**config.mk**
```make
export PLATFORM = sky130hd
export DESIGN_NAME = ball_collider_flat
export DESIGN_NICKNAME = d
export VERILOG_FILES = /design/src/rtl/ball_collider_if.sv /design/src/rtl/ball_collider.sv /design/src/flat_wrapper.sv
export SDC_FILE = /design/constraint.sdc
export NUM_CORES = 1
export LEC_CHECK = 0
export CORE_MARGIN = 2
export CORE_UTILIZATION = 62
export CTS_CLUSTER_DIAMETER = 200
export DETAILED_ROUTE_END_ITERATION = 10
export PLACE_DENSITY_LB_ADDON = 0.15
export SETUP_SLACK_MARGIN = 0.5
export SLEW_MARGIN = 0
export SYNTH_ARGS = -nofsm -noshare
export SYNTH_HDL_FRONTEND = slang
export SYNTH_SLANG_ARGS = --single-unit
```
**constraint.sdc**
```tcl
create_clock -name iClk -period 8.3 [get_ports iClk]
set_clock_uncertainty 0.1 [all_clocks]
set_input_delay 1.245 -clock iClk [delete_from_list [all_inputs] [get_ports iClk]]
set_output_delay 1.245 -clock iClk [all_outputs]
set_load 0.02 [all_outputs]
```
**src/rtl/ball_collider_if.sv**
```systemverilog
// ball_collider_if: groups the frame/paddle inputs and the ball/score outputs
// of ball_collider so the playfield logic can be bound as one bundle.
// The debug fields expose the FSM state and the current direction bits.
//
// Handshake semantics: there is no valid/ready pair on this block. iFrame is
// a one-cycle strobe that is only accepted while the collider waits for a
// frame; it is dropped, never queued, in any other state. oUpd is a one-cycle
// strobe marking that oBall_x/oBall_y change on the following cycle. oMiss is
// a one-cycle strobe coincident with oUpd. iStart is only accepted while idle.
interface ball_collider_if #(
  parameter int COORD_W = 10
);
  logic               iFrame;
  logic               iStart;
  logic [COORD_W-1:0] iSlider_x;
  logic [COORD_W-1:0] iSlider_y;
  logic [COORD_W-1:0] oBall_x;
  logic [COORD_W-1:0] oBall_y;
  logic [3:0]         oCrash;
  logic [7:0]         oHit_cnt;
  logic               oMiss;
  logic               oUpd;
  logic               oRun;
  logic [1:0]         oDbg_state;
  logic [1:0]         oDbg_dir;

  modport master (
    output iFrame, iStart, iSlider_x, iSlider_y,
    input  oBall_x, oBall_y, oCrash, oHit_cnt, oMiss, oUpd, oRun,
    input  oDbg_state, oDbg_dir
  );

  modport slave (
    input  iFrame, iStart, iSlider_x, iSlider_y,
    output oBall_x, oBall_y, oCrash, oHit_cnt, oMiss, oUpd, oRun,
    output oDbg_state, oDbg_dir
  );
endinterface

```
**src/rtl/ball_collider.sv**
```systemverilog
// ball_collider: owns the ball position/direction, evaluates wall and paddle
// contact once per frame, reflects and steps the ball, counts paddle hits.
// Optional feature macro: BALL_MISS_EN (bottom wall loses the ball instead of
// reflecting it; the ball is re-centred and the FSM returns to IDLE).
// oDbg_state = FSM state, oDbg_dir = {dir_x, dir_y} (1 = positive direction).
module ball_collider #(
  parameter int COORD_W  = 10,
  parameter int SCREEN_W = 640,
  parameter int SCREEN_H = 480,
  parameter int BALL_R   = 10,
  parameter int PAD_HW   = 50,
  parameter int PAD_HH   = 20,
  parameter int SPEED    = 1
) (
  input logic            iClk,
  input logic            iRst,
  ball_collider_if.slave bus
);

  // Two guard bits: one so unsigned coordinates stay positive, one so
  // differences and +/-SPEED steps never wrap.
  localparam int SW = COORD_W + 2;

  localparam logic [COORD_W-1:0] CTR_X = COORD_W'(SCREEN_W / 2);
  localparam logic [COORD_W-1:0] CTR_Y = COORD_W'(SCREEN_H / 2);

  localparam logic signed [SW-1:0] X_MIN  = SW'(BALL_R);
  localparam logic signed [SW-1:0] X_MAX  = SW'(SCREEN_W - BALL_R);
  localparam logic signed [SW-1:0] Y_MIN  = SW'(BALL_R);
  localparam logic signed [SW-1:0] Y_MAX  = SW'(SCREEN_H - BALL_R);
  localparam logic signed [SW-1:0] OVL_X  = SW'(PAD_HW + BALL_R);
  localparam logic signed [SW-1:0] OVL_Y  = SW'(PAD_HH + BALL_R);
  localparam logic signed [SW-1:0] FACE_X = SW'(PAD_HW);
  localparam logic signed [SW-1:0] STEP   = SW'(SPEED);

  typedef enum logic [1:0] {
    S_IDLE   = 2'd0,
    S_WAIT   = 2'd1,
    S_DETECT = 2'd2,
    S_UPDATE = 2'd3
  } state_e;

  state_e             state_q, state_d;
  logic [COORD_W-1:0] ball_x_q, ball_x_d;
  logic [COORD_W-1:0] ball_y_q, ball_y_d;
  logic [COORD_W-1:0] pad_x_q, pad_x_d;
  logic [COORD_W-1:0] pad_y_q, pad_y_d;
  logic               dir_x_q, dir_x_d;   // 1 = moving right
  logic               dir_y_q, dir_y_d;   // 1 = moving down
  logic [3:0]         crash_q, crash_d;   // {left,right,up,down}
  logic               pad_hit_q, pad_hit_d;
  logic [7:0]         hit_cnt_q, hit_cnt_d;
`ifdef BALL_MISS_EN
  logic               wall_down_q, wall_down_d;
`endif

  // Signed views of the registered ball and latched paddle.
  logic signed [SW-1:0] bx_s, by_s, px_s, py_s;
  logic signed [SW-1:0] dx_s, dy_s, adx_s, ady_s;
  logic [3:0]           wall_flags;
  logic [3:0]           pad_flags;

  // Next position/direction after reflection, stepping and clamping.
  logic                 new_dir_x, new_dir_y;
  logic signed [SW-1:0] nx_s, ny_s;

  // Contact detection: wall flags plus paddle flags that only fire when the
  // ball is moving towards the paddle, so it can never stick to it.
  always_comb begin
    bx_s  = $signed({2'b00, ball_x_q});
    by_s  = $signed({2'b00, ball_y_q});
    px_s  = $signed({2'b00, pad_x_q});
    py_s  = $signed({2'b00, pad_y_q});
    dx_s  = bx_s - px_s;
    dy_s  = by_s - py_s;
    adx_s = dx_s[SW-1] ? -dx_s : dx_s;
    ady_s = dy_s[SW-1] ? -dy_s : dy_s;
    wall_flags = {bx_s <= X_MIN, bx_s >= X_MAX, by_s <= Y_MIN, by_s >= Y_MAX};
    pad_flags  = 4'b0000;
    if (adx_s <= OVL_X && ady_s <= OVL_Y) begin
      if (adx_s <= FACE_X) begin
        if (dir_y_q && by_s < py_s)  pad_flags[0] = 1'b1;
        if (!dir_y_q && by_s > py_s) pad_flags[1] = 1'b1;
      end else begin
        if (dir_x_q && bx_s < px_s)  pad_flags[2] = 1'b1;
        if (!dir_x_q && bx_s > px_s) pad_flags[3] = 1'b1;
      end
    end
  end

  // Reflection from the registered flags, then one step and clamp per axis.
  // Opposing flags on one axis cancel and keep the current direction.
  always_comb begin
    new_dir_x = dir_x_q;
    if (crash_q[3] && !crash_q[2])      new_dir_x = 1'b1;
    else if (crash_q[2] && !crash_q[3]) new_dir_x = 1'b0;
    new_dir_y = dir_y_q;
    if (crash_q[1] && !crash_q[0])      new_dir_y = 1'b1;
    else if (crash_q[0] && !crash_q[1]) new_dir_y = 1'b0;

    nx_s = new_dir_x ? (bx_s + STEP) : (bx_s - STEP);
    if (nx_s < X_MIN)      nx_s = X_MIN;
    else if (nx_s > X_MAX) nx_s = X_MAX;

    ny_s = new_dir_y ? (by_s + STEP) : (by_s - STEP);
    if (ny_s < Y_MIN)      ny_s = Y_MIN;
    else if (ny_s > Y_MAX) ny_s = Y_MAX;
  end

  // FSM next-state and datapath next values.
  always_comb begin
    state_d   = state_q;
    ball_x_d  = ball_x_q;
    ball_y_d  = ball_y_q;
    pad_x_d   = pad_x_q;
    pad_y_d   = pad_y_q;
    dir_x_d   = dir_x_q;
    dir_y_d   = dir_y_q;
    crash_d   = crash_q;
    pad_hit_d = pad_hit_q;
    hit_cnt_d = hit_cnt_q;
`ifdef BALL_MISS_EN
    wall_down_d = wall_down_q;
`endif
    case (state_q)
      S_IDLE: begin
        if (bus.iStart) state_d = S_WAIT;
      end
      S_WAIT: begin
        if (bus.iFrame) begin
          pad_x_d = bus.iSlider_x;
          pad_y_d = bus.iSlider_y;
          state_d = S_DETECT;
        end
      end
      S_DETECT: begin
        crash_d   = wall_flags | pad_flags;
        pad_hit_d = |pad_flags;
`ifdef BALL_MISS_EN
        wall_down_d = wall_flags[0];
`endif
        state_d   = S_UPDATE;
      end
      S_UPDATE: begin
        ball_x_d = COORD_W'(nx_s);
        ball_y_d = COORD_W'(ny_s);
        dir_x_d  = new_dir_x;
        dir_y_d  = new_dir_y;
        if (pad_hit_q && hit_cnt_q != 8'hFF) hit_cnt_d = hit_cnt_q + 8'd1;
        state_d  = S_WAIT;
`ifdef BALL_MISS_EN
        // Ball lost at the bottom: park it, keep the score, stop the game.
        if (wall_down_q) begin
          ball_x_d  = CTR_X;
          ball_y_d  = CTR_Y;
          dir_x_d   = 1'b1;
          dir_y_d   = 1'b0;
          hit_cnt_d = hit_cnt_q;
          state_d   = S_IDLE;
        end
`endif
      end
      default: state_d = S_IDLE;
    endcase
  end

  // State and datapath registers with synchronous reset.
  always_ff @(posedge iClk) begin
    if (iRst) begin
      state_q   <= S_IDLE;
      ball_x_q  <= CTR_X;
      ball_y_q  <= CTR_Y;
      pad_x_q   <= '0;
      pad_y_q   <= '0;
      dir_x_q   <= 1'b1;
      dir_y_q   <= 1'b0;
      crash_q   <= 4'b0000;
      pad_hit_q <= 1'b0;
      hit_cnt_q <= 8'd0;
`ifdef BALL_MISS_EN
      wall_down_q <= 1'b0;
`endif
    end else begin
      state_q   <= state_d;
      ball_x_q  <= ball_x_d;
      ball_y_q  <= ball_y_d;
      pad_x_q   <= pad_x_d;
      pad_y_q   <= pad_y_d;
      dir_x_q   <= dir_x_d;
      dir_y_q   <= dir_y_d;
      crash_q   <= crash_d;
      pad_hit_q <= pad_hit_d;
      hit_cnt_q <= hit_cnt_d;
`ifdef BALL_MISS_EN
      wall_down_q <= wall_down_d;
`endif
    end
  end

  assign bus.oBall_x    = ball_x_q;
  assign bus.oBall_y    = ball_y_q;
  assign bus.oCrash     = crash_q;
  assign bus.oHit_cnt   = hit_cnt_q;
  assign bus.oUpd       = (state_q == S_UPDATE);
  assign bus.oRun       = (state_q != S_IDLE);
  assign bus.oDbg_state = state_q;
  assign bus.oDbg_dir   = {dir_x_q, dir_y_q};
`ifdef BALL_MISS_EN
  assign bus.oMiss      = (state_q == S_UPDATE) && wall_down_q;
`else
  assign bus.oMiss      = 1'b0;
`endif

endmodule
```
**src/flat_wrapper.sv**
```systemverilog
// flat-port wrapper written by rule: the top's interface ports become plain ports
module ball_collider_flat 
#(
  parameter int COORD_W  = 10,
  parameter int SCREEN_W = 640,
  parameter int SCREEN_H = 480,
  parameter int BALL_R   = 10,
  parameter int PAD_HW   = 50,
  parameter int PAD_HH   = 20,
  parameter int SPEED    = 1
)
  (iClk, iRst, bus_iFrame, bus_iStart, bus_iSlider_x, bus_iSlider_y, bus_oBall_x, bus_oBall_y, bus_oCrash, bus_oHit_cnt, bus_oMiss, bus_oUpd, bus_oRun, bus_oDbg_state, bus_oDbg_dir);
  ball_collider_if #(.COORD_W(COORD_W)) bus_i ();
  input logic iClk;
  input logic iRst;
  input wire logic [$bits(bus_i.iFrame)-1:0] bus_iFrame;
  input wire logic [$bits(bus_i.iStart)-1:0] bus_iStart;
  input wire logic [$bits(bus_i.iSlider_x)-1:0] bus_iSlider_x;
  input wire logic [$bits(bus_i.iSlider_y)-1:0] bus_iSlider_y;
  output wire logic [$bits(bus_i.oBall_x)-1:0] bus_oBall_x;
  output wire logic [$bits(bus_i.oBall_y)-1:0] bus_oBall_y;
  output wire logic [$bits(bus_i.oCrash)-1:0] bus_oCrash;
  output wire logic [$bits(bus_i.oHit_cnt)-1:0] bus_oHit_cnt;
  output wire logic [$bits(bus_i.oMiss)-1:0] bus_oMiss;
  output wire logic [$bits(bus_i.oUpd)-1:0] bus_oUpd;
  output wire logic [$bits(bus_i.oRun)-1:0] bus_oRun;
  output wire logic [$bits(bus_i.oDbg_state)-1:0] bus_oDbg_state;
  output wire logic [$bits(bus_i.oDbg_dir)-1:0] bus_oDbg_dir;
  assign bus_i.iFrame = bus_iFrame;
  assign bus_i.iStart = bus_iStart;
  assign bus_i.iSlider_x = bus_iSlider_x;
  assign bus_i.iSlider_y = bus_iSlider_y;
  assign bus_oBall_x = bus_i.oBall_x;
  assign bus_oBall_y = bus_i.oBall_y;
  assign bus_oCrash = bus_i.oCrash;
  assign bus_oHit_cnt = bus_i.oHit_cnt;
  assign bus_oMiss = bus_i.oMiss;
  assign bus_oUpd = bus_i.oUpd;
  assign bus_oRun = bus_i.oRun;
  assign bus_oDbg_state = bus_i.oDbg_state;
  assign bus_oDbg_dir = bus_i.oDbg_dir;
  ball_collider #(.COORD_W(COORD_W), .SCREEN_W(SCREEN_W), .SCREEN_H(SCREEN_H), .BALL_R(BALL_R), .PAD_HW(PAD_HW), .PAD_HH(PAD_HH), .SPEED(SPEED)) u_core (.iClk(iClk), .iRst(iRst), .bus(bus_i));
endmodule
```
==> results.txt <==
----------------------------------------------------
[Route]
  Average wire length per cell after detail routing ... about 17 microns
  First DRT Iteration DRCs ... ~260
  DRC errors left ... 0
  Wire length after detailed routing ... ~14,000 microns
  Number of vias per cell ... 6.30
  Total via count after detailed routing ... between 5,000 and 6,000
  Detailed Routing Iterations Pass 1 ... 5
  Number of nets with antenna violations after routing ... 0

[Run]
  Total of max-cap violations ... 0

[Critical path]
  Maximum single-stage delay on the critical path ... around 0.54 ns
  Data required, critical path ... between 8 and 9 ns
  Arr. time, crit path ... about 3.9 ns
  Largest delay contributor family on the critical path ... compound AO/OA/AOI/OAI gates
  Cell-by-cell trace of the critical path ... inv_1 > ha_1 > inv_1 > fa_1 > a211oi_1 > o311ai_1 > a41o_1 > or4_1 > o211ai_1 > nand2_1 > nand2_1 > mux2_1 > o41ai_2
  Critical-path maximum fanout ... 11
  Worst Path Class, Setup ... reg -> reg
  Critical Path Source Type ... flip-flop
  Endpoint kind of the worst setup timing path ... flip-flop
  Worst-path cell with the longest stage delay ... or4_1
  Worst path buffer plus inverter count ... 2

[Hold path]
  Worst min-delay path category ... reg -> reg

[Power]
  Worst VDD drop ... 123 uV
  Leakage power figure ... around 2.2 nW
  Power density cells ... approximately 210 nW/um^2

[Yosys]
  Number of different library cells in the post-synthesis netlist ... 91
  Most used standard cell by instance count after synthesis ... nand2_1
  Top cell type's share of synthesized area ... between 20 and 25%
  Main area contributors after synthesis ... dfxtp_1 22%, ha_1 7.8%, nand2_1 5.8%
  Top_reg_cell synth ... dfxtp_1
  Syn. warnings ... 0
  Proportion of synthesized chip area in sequential cells ... 22.3%
  Number of synthesized register bits ... between 50 and 60
  Number of standard cells after synthesis ... around 700
  Library cell with the largest summed area after synthesis ... dfxtp_1
  Most used standard cells in the synthesized netlist ... 79 x nand2_1, 57 x dfxtp_1, 55 x a21oi_1, 52 x inv_1, 49 x nor2_1
  Synth async-reset ratio ... 0%
  Netlist Area Pre-Place ... 5110 sq um
  EDFF count, synth ... 0
  Syn_area_per_cell ... roughly 7.5 sq um
  Number of nets produced by synthesis ... 739

[Floorplanning]
  FP Rows ... 33
  Horiz. Die Dim ... 94.8 microns
  Die area ... between 8000 and 9000 sq um
  Die H ... around 95 microns
  Boundary Pins ... between 60 and 70
  CORE AREA ... 8090 sq um
  Initial Utilization ... a little over three fifths

[Timing]
  Total Neg Setup Slack ... 0 ns
  Final cycle utilization of the critical path ... 44.6%
  Fin crit period ... roughly 3.7 ns
  Least-Margin Pin Slew ... just under 0.9 ns
  Minimum hold slack ... 0.358 ns
  Max Freq ... about 270 MHz
  Setup repair after global routing missed its margin ... false
  Hold Fails Final Rpt ... 0
  Pins Over Slew Limit ... 0
  Count of final setup violators ... 0
  Worst max-slew margin expressed relative to the limit ... 41.8%

[Clock tree]
  Cell at the root of the clock tree ... clkbuf_8
  Num CTS Buffers ... 9
  Clock net sink count ... 57
  Worst skew pair latency ... approximately 0.35 ns
  Count of hold-fix buffers inserted at cts ... 0
  CTS clock-pin slew for the worst setup and hold paths ... roughly 0.080 ns
  Maximum buffer depth of the clock tree ... 2
  CTS tree ... yes
  Post-CTS Resized ... 0
  Htree depth ... 3
  Post-CTS setup buffer count ... 0

[Finish]
  Inserted Diodes ... 0
  Fill count ... roughly 700
  Synthesis-to-layout area growth ... 15.9%
  Post-layout util ... between 70% and 80%
  Total number of nets in the final design ... 777
  Post-route cell area ... roughly 5900 sq um
  Share of final-layout standard cells stronger than drive strength 1 ... around 6.5%

[Place]
  Detailed Place HPWL ... slightly above 10,000 microns
  Routability congestion estimate from global placement ... 0.932
  IO Port Bufs ... about 60
  Area of placed instances ... between 5000 and 6000 sq um

[Status]
  Status ... finished, final reports clean

[Global routing]
  Vias in the first global route ... 4,869
  Wire length of the first global-routing pass ... approximately 23,000 microns
  Maximum number of pins on one net before global-route repair ... 55
  Total grt overflow ... 0
  Initial antenna violation count ... 0
  Aggregate global-route resource usage ... about a third

----------------------------------------------------
worst reg2reg max path: stages (launching register included):
cell,delay [ns]
dfxtp_1,0.37
inv_1,0.17
ha_1,0.19
inv_1,0.05
fa_1,0.43
a211oi_1,0.32
o311ai_1,0.17
a41o_1,0.38
or4_1,0.54
o211ai_1,0.13
nand2_1,0.08
nand2_1,0.13
mux2_1,0.36
o41ai_2,0.20
cell usage in the layout (no fill, tap or decap), types with 11 or more instances in the layout:
master	count
xnor2_1	24
dfxtp_1	57
o21ai_0	26
nand4_1	13
nand2_1	79
nor2_1	49
ha_1	32
a31oi_1	13
inv_1	52
clkdlybuf4s50_1	60
a21oi_1	55
nand3_1	16
nor3_1	18
xor2_1	12
nor4_1	11
where the power goes:
part | switching [mW] | leakage (nW) | internal (mW)
registers | 0.0343 | 0.462 | 0.294
clock network | 0.133 | 0.105 | 0.178
logic | 0.347 | 1.61 | 0.242
total | 0.514 | 2.17 | 0.714
final cells by class:
cell class | instances | area [sq um] | area share (%)
timing repair buffer | 62 | 613 | 10.4
multi-input combinational | 536 | 3610 | 60.9
clock inverter | 6 | 91.3 | 1.54
tap | 105 | 131 | 2.22
sequential | 57 | 1140 | 19.3
clock buffer | 10 | 138 | 2.32
inverter | 53 | 199 | 3.36
layer usage:
layer	part of all wire (%)	wire length, microns	track usage (%)
met5	0	0	0
met4	1.3	182	7.25
met3	6.3	895	5.67
met2	47	6670	52.2
met1	46	6570	43.7
state kept, by name, indices dropped and copies added, names as in the netlist, 2 cells and up:
signal	cells
u_core.bus.oCrash	4
u_core.bus.oDbg_state	2
u_core.bus.oBall_x	10
u_core.pad_x_q	10
u_core.bus.oBall_y	10
u_core.pad_y_q	10
u_core.bus.oHit_cnt	8
cells by family (layout without fill, tap and decap cells):
family                   count (synthesis)  count (layout)  share of synthesized area [%]
multiplexers                            14              14                           2.89
XOR/XNOR                                37              37                           6.49
adder cells (fa/ha/maj)                 34              34                           8.62
AO/OA/AOI/OAI                          192             192                           27.0
buffers and inverters                   88             131                           7.08
AND/OR/NAND/NOR                        258             258                           25.5
flip-flops                              57              57                           22.3
other                                    1               1                         0.0734
through the flow:
| stage | power, mW | cells | worst slack [ns] |
|---|---|---|---|
| finish | 1.23 | 829 | 4.60 |
| global route | 1.29 | 829 | 4.38 |
| CTS | 1.21 | 829 | 4.63 |
| detailed placement | 0.905 | 813 | 4.64 |
| global placement | 0.889 | 813 | 4.76 |
| floorplan | 0.768 | 681 | 4.89 |
path summary, 6_finish.rpt:
check / from / endpoint / slack (ns) / cells after the start
setup / recovery: u_core.bus.oBall_x[0] / u_core.pad_hit_q / 4.60 / 13
hold / removal: u_core.pad_x_q[5] / u_core.pad_x_q[5] / 0.36 / 2
setup reg to reg: u_core.bus.oBall_x[0] / u_core.pad_hit_q / 4.60 / 13
hold reg to reg: u_core.pad_x_q[5] / u_core.pad_x_q[5] / 0.36 / 2
No activity file was read; power rests on OpenSTA's default activity.
